**config.mk**
```make
export PLATFORM = sky130hd
export DESIGN_NAME = shake_output_unpacker
export DESIGN_NICKNAME = d
export VERILOG_FILES = /design/src/rtl/shake_output_unpacker.sv
export SDC_FILE = /design/constraint.sdc
export NUM_CORES = 1
export LEC_CHECK = 0
export ABC_AREA = 1
export ABC_CLOCK_PERIOD_IN_PS = 2050
export CORE_MARGIN = 1
export CORE_UTILIZATION = 47
export CTS_CLUSTER_DIAMETER = 80
export DETAILED_ROUTE_END_ITERATION = 8
export PLACE_DENSITY_LB_ADDON = 0.2
export SYNTH_ARGS = -nofsm -noshare
export SYNTH_HDL_FRONTEND = slang
export SYNTH_SLANG_ARGS = --single-unit
```
**constraint.sdc**
```tcl
create_clock -name clk -period 2.05 [get_ports clk]
set_input_delay 0.205 -clock clk [delete_from_list [all_inputs] [get_ports clk]]
set_output_delay 0.205 -clock clk [all_outputs]
set_load 0.005 [all_outputs]
```
**src/rtl/shake_output_unpacker.sv**
```systemverilog
// Unpacks the 64-bit SHAKE output words held in BRAM into a stream of
// COEFF_W-bit coefficients, little-endian, with a valid/ready handshake.
module shake_output_unpacker #(
    parameter int COEFF_W = 13,
    parameter int ADDR_W  = 9
) (
    input  logic               clk,
    input  logic               rst,
    input  logic               start,
    input  logic [ADDR_W-1:0]  rd_base,
    input  logic [8:0]         coeff_count,
    output logic [ADDR_W-1:0]  rd_address,
    input  logic [63:0]        din,
    output logic [COEFF_W-1:0] coeff,
    output logic               coeff_valid,
    output logic [8:0]         coeff_index,
    input  logic               coeff_ready,
    output logic               busy,
    output logic               done
);

    localparam int ACC_W = 64 + COEFF_W - 1;
    localparam logic [6:0] CW7 = 7'(COEFF_W);

    typedef enum logic [2:0] {
        S_IDLE,
        S_FETCH,
        S_LOAD,
        S_EMIT,
        S_DONE
    } state_t;

    state_t             state_q, state_d;
    logic [ADDR_W-1:0]  rd_address_q, rd_address_d;
    logic [ACC_W-1:0]   acc_q, acc_d;
    logic [6:0]         fill_q, fill_d;
    logic [8:0]         index_q, index_d;
    logic [8:0]         count_q, count_d;
    logic [ACC_W-1:0]   din_ext;

    // A refill only happens with fewer than COEFF_W bits left, so the
    // shifted word always fits inside the accumulator.
    assign din_ext = {{(ACC_W-64){1'b0}}, din};

    always_ff @(posedge clk or negedge rst) begin
        if (!rst) begin
            state_q      <= S_IDLE;
            rd_address_q <= '0;
            acc_q        <= '0;
            fill_q       <= '0;
            index_q      <= '0;
            count_q      <= '0;
        end else begin
            state_q      <= state_d;
            rd_address_q <= rd_address_d;
            acc_q        <= acc_d;
            fill_q       <= fill_d;
            index_q      <= index_d;
            count_q      <= count_d;
        end
    end

    always_comb begin
        state_d      = state_q;
        rd_address_d = rd_address_q;
        acc_d        = acc_q;
        fill_d       = fill_q;
        index_d      = index_q;
        count_d      = count_q;
        unique case (state_q)
            S_IDLE: begin
                if (start) begin
                    count_d      = coeff_count;
                    rd_address_d = rd_base;
                    acc_d        = '0;
                    fill_d       = '0;
                    index_d      = '0;
                    state_d      = (coeff_count == 9'd0) ? S_DONE : S_FETCH;
                end
            end
            S_FETCH: begin
                state_d = S_LOAD;
            end
            S_LOAD: begin
                acc_d        = acc_q | (din_ext << fill_q);
                fill_d       = fill_q + 7'd64;
                rd_address_d = rd_address_q + 1'b1;
                state_d      = S_EMIT;
            end
            S_EMIT: begin
                if (coeff_ready) begin
                    acc_d   = acc_q >> COEFF_W;
                    fill_d  = fill_q - CW7;
                    index_d = index_q + 9'd1;
                    if (index_q == count_q - 9'd1) begin
                        state_d = S_DONE;
                    end else if (fill_d < CW7) begin
                        state_d = S_FETCH;
                    end
                end
            end
            S_DONE: begin
                acc_d   = '0;
                fill_d  = '0;
                state_d = S_IDLE;
            end
            default: begin
                state_d = S_IDLE;
            end
        endcase
    end

    assign rd_address  = rd_address_q;
    assign coeff       = acc_q[COEFF_W-1:0];
    assign coeff_valid = (state_q == S_EMIT);
    assign coeff_index = index_q;
    assign busy        = (state_q != S_IDLE);
    assign done        = (state_q == S_DONE);

endmodule
```
==> impl_metrics.ini <==
[power]
p_leak_nw = 6.31
total_power_mw = 26.3
powerDensity_nw_per_um2 = 1990
vdd.ir_drop.worst_mv = 1.60

[synthesis]
yosysSeqAreaShare = 0.269
netlist_area_um2 = 10500
yosys_warnings = 0
synthDistinctLibCells = 44
async_flop_share = 1.00
syn_avg_cell_area_um2 = 6.04
syn_inst = 1741
ys_seq_elements = 113
synth_edf_count = 0
synthesis.nets = 1831
ys.flop_type = dfrtp_1

[grt]
grt_usage = 0.349
grt_first_pass_wirelength_um = 61500
gr-total-overflow = 0
grt_max_degree = 72
grt_pass1_vias = 11384
antenna_found_initial = 0

[timing]
finalHoldViolCount = 0
rsz0062_at_grt = yes
finClkSkew_ns = 0.00773
slew_headroom = 0.593
max_freq_ghz = 0.498
finalCriticalPeriod_ns = 2.01
fin_crit_sh = 0.979
fin_tns_setup_ns = 0
worst_pin_slew_ns = 0.610
drv_slew = 0
setup_violations = 0

[layout]
seq_area_um2 = 2830
drive_gt1_frac = 0.118
multi_input_area_um2 = 6920
final_common_cell = nand2_1
fill_cells = 2167
syn2layout_area_growth_pct = 25.6
diodes = 0
nets = 1919
final_core_util = 0.603
layout_common_cells = nand2_1, nand3_1, clkdlybuf4s50_1

[clock_tree]
numCtsBuffers = 17
cts_root_buf = clkbuf_16
cts.clk_slew.worst_paths_ns = 0.05
clkSinkCount = 113
htree_num_levels = 4
clock_latency_ns = 0.42
cts_tree = done
clockBufferDepth = 2

[run_status]
status = finished, final reports clean

[hold_path]
min_path_type = input pin to asynchronous set/reset pin

[critical_path]
r2r_cells = 12
crit_required_ns = 2.41
crit_end = acc_q[10]
rrSetupSlack_ns = 0.04
reg2reg_from = fill_q[0]
path_max_fanout = 9
startpoint_type = flip-flop
path_class = flip-flop to flip-flop
crit_arrival_ns = 2.37
r2r_end = acc_q[10]
startpoint = fill_q[0]
cp-end-kind = flip-flop

[placed_design]
dp_hpwl_um = 29400
place.gp.congestion = 1.04
io_buffers = 119

[die]
die_w_um = 152
die_h_um = 152
fp-row-count = 54
dieArea_um2 = 23000
start_util = 0.480
num_io_pins = 120
core_um2 = 21900

[route]
num_vias = 12681
route.met3.wl_um = 3600
dr_wl_met2_um = 18200
postRouteAntennaNets = 0
wl_per_cell_um = 18.9
drtIter0Drc = 1402
drcViolationCount = 0
wl_met1_um = 16900
drt_wl_total_um = 40200
dr.pass1.iters = 7
top_layer_used = met4
vias_per_cell = 5.98

[flow_run]
cap_violations = 0
-- where the power goes --
part / internal [mW] / switching (mW) / total [mW]
Clock: 2.03 / 1.07 / 3.11
Combinational: 6.68 / 12.3 / 19.0
Sequential: 3.32 / 0.847 / 4.17
-- cell usage after synthesis, types with 3 or more instances --
cell         n  share of area
or2_2        4         0.0024
o211ai_1     5         0.0036
buf_1       21         0.0075
nand4_1     22          0.013
nand2_2      3         0.0018
a21boi_1    26          0.019
buf_4       18          0.013
nor2_1      43          0.015
o21ai_1     18         0.0086
nor2_2       8         0.0048
or2_0        5         0.0030
nand2_1    550           0.20
a21oi_1     64          0.030
nor3_1      11         0.0052
xor2_1      12          0.010
nand2_4      3         0.0032
inv_2       10         0.0036
a221oi_1     5         0.0042
nand3_1    503           0.24
dfrtp_1    113           0.27
clkbuf_1    37          0.013
nand3_2      5         0.0048
a2bb2oi_1    3         0.0025
o22ai_1     12         0.0071
a22oi_1     17          0.012
o21ai_0     38          0.018
buf_6        5         0.0054
inv_1      104          0.037
buf_2       47          0.022
ha_1         4         0.0048
a22o_1       8         0.0067
-- worst min path at each step --
stage                    from    endpoint  slack (ns)  depth (start not counted)
2_1_floorplan             rst    acc_q[0]       -0.09                          0
6_report                  rst   acc_q[49]        0.32                          2
3_5_place_dp              rst   acc_q[49]        0.24                          1
4_1_cts                   rst   acc_q[49]        0.35                          2
3_3_place_gp              rst   acc_q[49]        0.23                          1
5_1_grt        coeff_count[4]  count_q[4]        0.39                          3
-- final cells by class --
type	count	share of cell area
multi-input combinational	1383	0.524
clock buffer	23	0.0370
sequential	113	0.215
clock inverter	9	0.00976
inverter	117	0.0342
timing repair buffer	197	0.154
tap	280	0.0265
-- metal layers --
| layer | GRT usage | up-vias |
|---|---|---|
| met3 | 0.0704 | 79 |
| met1 | 0.467 | 5947 |
| li1 | - | 6041 |
| met2 | 0.554 | 614 |
| met4 | 0.128 | 0 |
| met5 | 0 | - |
-- flip-flops by register name, summed over array words and instances (netlist names) --
register     cells
acc_q           76
rd_address       9
fill_q           7
state_q          3
coeff_index      9
count_q          9
-- cells by family (layout without fill, tap and decap cells) --
kind of cell    Yosys count  count (layout)  share of synthesized area
xor+xnor                 14              14                     0.0117
buf+inv                 245             346                      0.103
simple gates           1162            1162                      0.494
flops                   113             113                      0.269
compound gates          203             203                      0.118
fa+ha+maj                 4               4                    0.00476
-- through the flow --
step,cell area (um^2),setup WS (ns),hold WS [ns],cells
6_report,13200,0.0436,0.316,2122
5_1_grt,13200,-0.0572,0.386,2122
4_1_cts,12700,0.0344,0.354,2110
3_5_place_dp,12100,-0.0397,0.241,2077
3_3_place_gp,12100,-0.0350,0.235,2077
2_1_floorplan,10500,0.254,-0.0906,1741
-- worst max-delay path: stages (launching register included) --
cell and delay (ns):
dfrtp_2 0.43, buf_4 0.18, clkbuf_16 0.17, nand2_2 0.09, nand3_4 0.09, a21oi_4 0.28, o21ai_2 0.13, nor2_2 0.15
buf_4 0.14, nand2_1 0.06, o21ai_1 0.10, nand2_1 0.07, nand2_1 0.05
-- what timing repair did --
action | 4_1_cts | 5_1_grt
hold endpoints to repair | 38 | 0
resized for setup | 4 | 86
endpoints found under the setup margin | 5 | 65
pin swaps | 1 | 10
cloned | 0 | 5
setup buffers | 1 | 7
hold buffers | 1 | 0
Power figures use the tool's default switching activity.
